`src/rtl/if_stage.sv`:
```
// Fetch stage with F/D pipeline register: owns the PC, drives instruction-memory
// address, applies redirects from decode and the exception unit, flags AdEL.
module if_stage #(
  parameter logic [31:0] PC_RESET  = 32'h0000_3000,
  parameter logic [31:0] EXC_ENTRY = 32'h0000_4180,
  parameter logic [31:0] IM_LO     = 32'h0000_3000,
  parameter logic [31:0] IM_HI     = 32'h0000_6ffc,
  parameter logic [4:0]  EXC_ADEL  = 5'd4
) (
  input  logic        clk,
  input  logic        reset,
  input  logic        req,
  input  logic        stall,
  input  logic        branch_D,
  input  logic        jump_D,
  input  logic        eret_D,
  input  logic [31:0] npc_D,
  input  logic [31:0] im_rdata,
  output logic [31:0] im_addr,
  output logic [31:0] D_instr,
  output logic [31:0] D_pc,
  output logic [4:0]  D_exccode,
  output logic        D_bd,
  output logic        D_valid
);

  logic [31:0] pc;
  logic        fetch_err;

  assign im_addr   = pc;
  assign fetch_err = (pc[1:0] != 2'b00) || (pc < IM_LO) || (pc > IM_HI);

  // Priority: reset > req > stall > eret > branch > sequential.
  // A bad PC only poisons the captured word; it never blocks PC advance.
  always_ff @(posedge clk) begin
    if (!reset) begin
      pc        <= PC_RESET;
      D_instr   <= '0;
      D_pc      <= '0;
      D_exccode <= '0;
      D_bd      <= 1'b0;
      D_valid   <= 1'b0;
    end else if (req) begin
      pc        <= EXC_ENTRY;
      D_instr   <= '0;
      D_pc      <= '0;
      D_exccode <= '0;
      D_bd      <= 1'b0;
      D_valid   <= 1'b0;
    end else if (!stall) begin
      if (eret_D) begin
        pc        <= npc_D;
        D_instr   <= '0;
        D_pc      <= '0;
        D_exccode <= '0;
        D_bd      <= 1'b0;
        D_valid   <= 1'b0;
      end else begin
        pc        <= branch_D ? npc_D : pc + 32'd4;
        D_pc      <= pc;
        D_valid   <= 1'b1;
        D_bd      <= jump_D;
        D_instr   <= fetch_err ? 32'd0 : im_rdata;
        D_exccode <= fetch_err ? EXC_ADEL : 5'd0;
      end
    end
  end

endmodule

```
`config.mk`:
```
export PLATFORM = sky130hd
export DESIGN_NAME = if_stage
export DESIGN_NICKNAME = d
export VERILOG_FILES = /design/src/rtl/if_stage.sv
export SDC_FILE = /design/constraint.sdc
export NUM_CORES = 1
export LEC_CHECK = 0
export ABC_CLOCK_PERIOD_IN_PS = 2800
export CAP_MARGIN = 10
export CORE_AREA = 3 3 80 157
export DETAILED_ROUTE_END_ITERATION = 10
export DIE_AREA = 0 0 83 160
export HOLD_SLACK_MARGIN = 0.15
export PLACE_DENSITY = 0.79
export SYNTH_ARGS = -nofsm -noshare
export SYNTH_HDL_FRONTEND = slang
export SYNTH_SLANG_ARGS = --single-unit
```
`constraint.sdc`:
```
create_clock -name clk -period 2.8 [get_ports clk]
set_input_delay 0.28 -clock clk [delete_from_list [all_inputs] [get_ports clk]]
set_output_delay 0.28 -clock clk [all_outputs]
set_load 0.1 [all_outputs]
```
Yosys cells after proc, flatten, opt, wreduce, memory -nomap -nowiden

Index checks and enable logic that the tools add are counted.

Input port bits: 71
Register bits: 103
Logic and storage cells: 27
Output and inout bits: 103

Equality and inequality tests: 1
Reduce and logical (&&, ||, !) cells: 4
$add $sub $neg: 1
$lt $le $gt $ge: 2
Mux-type cells: 11
Bitwise gates (word level): 1

Operator list:

| cell                                                 | number |
|---|---|
| 2-to-1 mux 32 bit                                    | 5 |
| adder 32 x 3 -> 32 bit, second input constant        | 1 |
| > comparator 32 x 15 -> 1 bit, second input constant | 1 |
| < comparator 32 x 14 -> 1 bit, second input constant | 1 |
| 2-to-1 mux 15 bit                                    | 2 |
| 2-to-1 mux 3 bit                                     | 2 |
| logical OR 1 bit                                     | 2 |
| 2-to-1 mux 1 bit                                     | 2 |
| != test 2 bit, second input constant                 | 1 |
| nonzero test 2 bit                                   | 1 |
| OR reduction 2 bit                                   | 1 |
| inverter 1 bit                                       | 1 |

Logic depth before layout (Yosys ltp)

Word-level depth: 5
Depth in mapped cells: 7
Mapped depth without buffers: 6

Worst setup path before layout

Ideal clock, no wire load.

Path kind: reg2reg
Start: register pc[20], in the netlist im_addr[20]
End: register pc[29], in the netlist im_addr[29]
Arrival: 2441 ps
Cell stages (with the launch flop): 7
Setup slack: 289 ps
Period minus slack after synthesis: 2511 ps
Required time: 2730 ps
Cells stage by stage: dfxtp_1 -> buf_2 -> and4_1 -> nand4_2 -> nor3b_1 -> mux2_2 -> a21oi_1

Longest elaborated chain between the ends: 3

RTL lines:

| item                     | RTL line | source |
|---|---|---|
| start: declaration       | 27       | `logic [31:0] pc;` |
| start signal: assignment | 52       | `pc <= npc_D;` |
| start signal: assignment | 59       | `pc <= branch_D ? npc_D : pc + 32'd4;` |
| adder 32 x 3 -> 32 bit   | 59       |  |
| 2-to-1 mux 32 bit        | 59       |  |
| 2-to-1 mux 32 bit        | 51       | `if (eret_D) begin` |

Every way passes these cells.
A chain may end at the register's enable or synchronous reset.

Worst setup path after layout

Start: input port eret_D
End: register pc[13], in the netlist im_addr[13]

Longest elaborated chain between the ends: 3

RTL lines:

| item               | RTL line | source |
|---|---|---|
| start: declaration | 16       | `input logic eret_D,` |
| 2-to-1 mux 32 bit  | 51       |  |
| 2-to-1 mux 15 bit  | 50       | `end else if (!stall) begin` |
| 2-to-1 mux 15 bit  | 43       | `end else if (req) begin` |

Every way passes these cells. The select of a mux whose other input is x is not followed.

==> metrics.cfg <==
[die]
core_um2 = 11400
die_area_um2 = 13300
start_util_pct = 39.5
die_y_um = 160
num_rows = 55
die_x_um = 83
io_pins = 174

[global_route]
grt_pass1_vias = 5024
grt_max_degree = 67
grtUsageTotal_pct = 22.8
grt_overflow = 0
grt_antenna_before_repair = 0
grt_pass1_wl_mm = 25.0

[worst_setup_path]
end_kind = flip-flop
path_cells = clkdlybuf4s50_1, or2_1, nor2_1, and3_1, o41ai_1
cp-start-kind = input port
crit_arrival_ps = 2450
cp_max_fo = 17
crit_slowest_cell = clkdlybuf4s50_1
crit_path_max_incr_delay_ps = 690
reg2reg_slack_ps = 700
reg2reg_depth = 5
critPathBufInv = 1
r2r_start = im_addr[4]
critical_path_class = in2reg
crit_family = simple AND/OR/NAND/NOR gates
crit_required_ps = 3020
worstReg2RegEnd = im_addr[17]

[power]
power.leakage_nw = 2.59
total_power_w = 0.00338
powerDensity_nw_per_um2 = 532
max-vdd-ir-drop_mv = 0.319

[yosys]
synthMuxAreaShare_pct = 1.14
syn-mean-instance-area_um2 = 7.84
synth_top_family_by_area = simple AND/OR/NAND/NOR gates
ys_types = 56
ys_seq_area_share_pct = 43.9
synth_edf_count = 0
synthesis.instances = 576
synthTopCellsByArea = dfxtp_1, a21oi_1, nand2_1
synth_xor_area_share_pct = 0.582
synthesis.area_um2 = 4510
ys_warn_count = 0
synthTopCellsByCount = dfxtp_1, nand2_1, nor2_1
synth_compound_area_share_pct = 20.0
synthSimpleGateAreaFrac_pct = 28.7
synth_top_area_share_pct = 43.9
synth_fa_ha_area_share_pct = 0.277
synth_area_leader_cell = dfxtp_1
synth.most_common_cell = dfxtp_1
synth-seq-cells = 99
ys_async_sr_fraction_pct = 0
synth_ff_type = dfxtp_1

[routing]
drtIter0Drc = 320
vias = 4927
maxUsedRoutingLayer = met4
drt.antenna.violating_nets = 0
routed_wl_mm = 15.2
routedWlPerCell_um = 17.6
drc = 0
dr.pass1.iters = 6
dr_wl_met2_mm = 8.01
route.met3.wl_mm = 1.21
vias_per_cell = 5.69
wl_met1_mm = 5.34

[timing]
tns_ps = 0
hold_viol_final = 0
maxSlewViolCount = 0
setup_slack_ps = 572
worst-slew-pin-transition_ps = 834
fin_skew_ps = 5.57
min_period_over_period_pct = 79.6
setup_violations = 0
maxSlewHeadroom_pct = 44.3
max_freq_ghz = 0.449
rsz0062_at_grt = no
fin_crit_ps = 2230

[placed_design]
hpwl_mm = 11.2
placed_cell_area_um2 = 6040
gp_congestion = 0.914
io_buffers = 169
dp_slack_ps = 302

[clocking]
htree_levels = 3
cts_buffers = 9
cts_setup_buffers = 0
clock_latency_ps = 350
cts_tree = done
cts_hold_buf = 0
clkTransAtPathRegs_ps = 70
clock_path_buffers = 2
cts_resized = 0
cts.sinks = 99
clockRootBuffer = clkbuf_16

[worst_hold_path]
hp-start = stall
hold_depth = 3
hold_class = in2reg
whs_endpoint = D_pc[21]

[finish]
final_area_um2 = 6350
area_growth_pct = 40.7
final_nets = 791
antennaDiodeCount = 0
post-route-util_pct = 55.6
drive_above_1_share_pct = 19.3

[run_status]
status = complete, no violations

[run]
max_cap_viol_count = 0

-- worst max path at each step --
stage | startpoint | depth (start not counted) | slack [ps] | end
after global routing | eret_D | 5 | 400 | im_addr[13]
final | eret_D | 5 | 570 | im_addr[13]
after floorplan | im_addr[20] | 6 | 290 | im_addr[29]
after CTS | eret_D | 5 | 650 | im_addr[13]
after global placement | eret_D | 5 | 420 | im_addr[13]
after detailed placement | eret_D | 5 | 300 | im_addr[13]
-- where the power goes --
part	internal [W]	switching [W]
Combinational	0.000192	0.000406
Clock	0.000745	0.000556
Sequential	0.00144	0.0000460
-- layer usage --
metal	GRT usage [%]	vias to the layer above
li1	-	2336
met1	23.7	2280
met2	41.7	258
met3	5.27	53
met4	12.1	0
met5	0	-
-- flip-flops by register name, indices dropped and copies added, names as in the netlist, named ones only --
signal,count
D_exccode,1
D_instr,32
im_addr,30
D_bd,1
D_pc,32
D_valid,1
-- kinds of logic after synthesis --
group / after synthesis
xor gates and xnor gates: 3
adders and majority gates: 1
buffers and inverters: 57
and+or+nand+nor: 259
muxes: 5
AOI/OAI and AO/OA: 151
DFF: 99
other: 1
-- stage by stage --
step	cells	hold WS (ps)
CTS	866	383
global placement	850	451
finish	866	397
detailed placement	850	462
global route	866	440
floorplan	579	346
-- worst reg2reg max path: cells and delay by family, from the launching register on --
family / cells / cell delay (ps)
AOI/OAI and AO/OA: 2 / 240
and+or+nand+nor: 3 / 1250
DFF: 1 / 480
-- final cells by class --
cell class                 count  area [um^2]
fill                        1116         5070
clock inverter                 5         60.1
multi-input combinational    423         2310
timing repair buffer         181         1540
clock buffer                  11          253
inverter                       5         18.8
sequential                    99         1980
tap                          142          178
-- placed cells by master (no fill, tap or decap), types with 4 or more instances in the layout --
cell / Yosys / routed
buf_4: 6 / 111
dfxtp_1: 99 / 99
clkdlybuf4s50_1: 0 / 69
nand2_1: 66 / 66
nor2_1: 61 / 59
a21oi_1: 53 / 53
o21ai_0: 46 / 46
nand3_1: 38 / 38
and3_1: 35 / 35
nor3_1: 21 / 21
clkbuf_16: 0 / 9
and4_1: 8 / 8
a211oi_1: 8 / 8
o21ai_1: 6 / 6
a311oi_1: 6 / 6
inv_1: 5 / 5
o31ai_1: 5 / 5
nor4_1: 5 / 5
a22oi_1: 4 / 4
mux2i_1: 4 / 4
conb_1: 1 / 4
(Power assumes the default switching activity.)
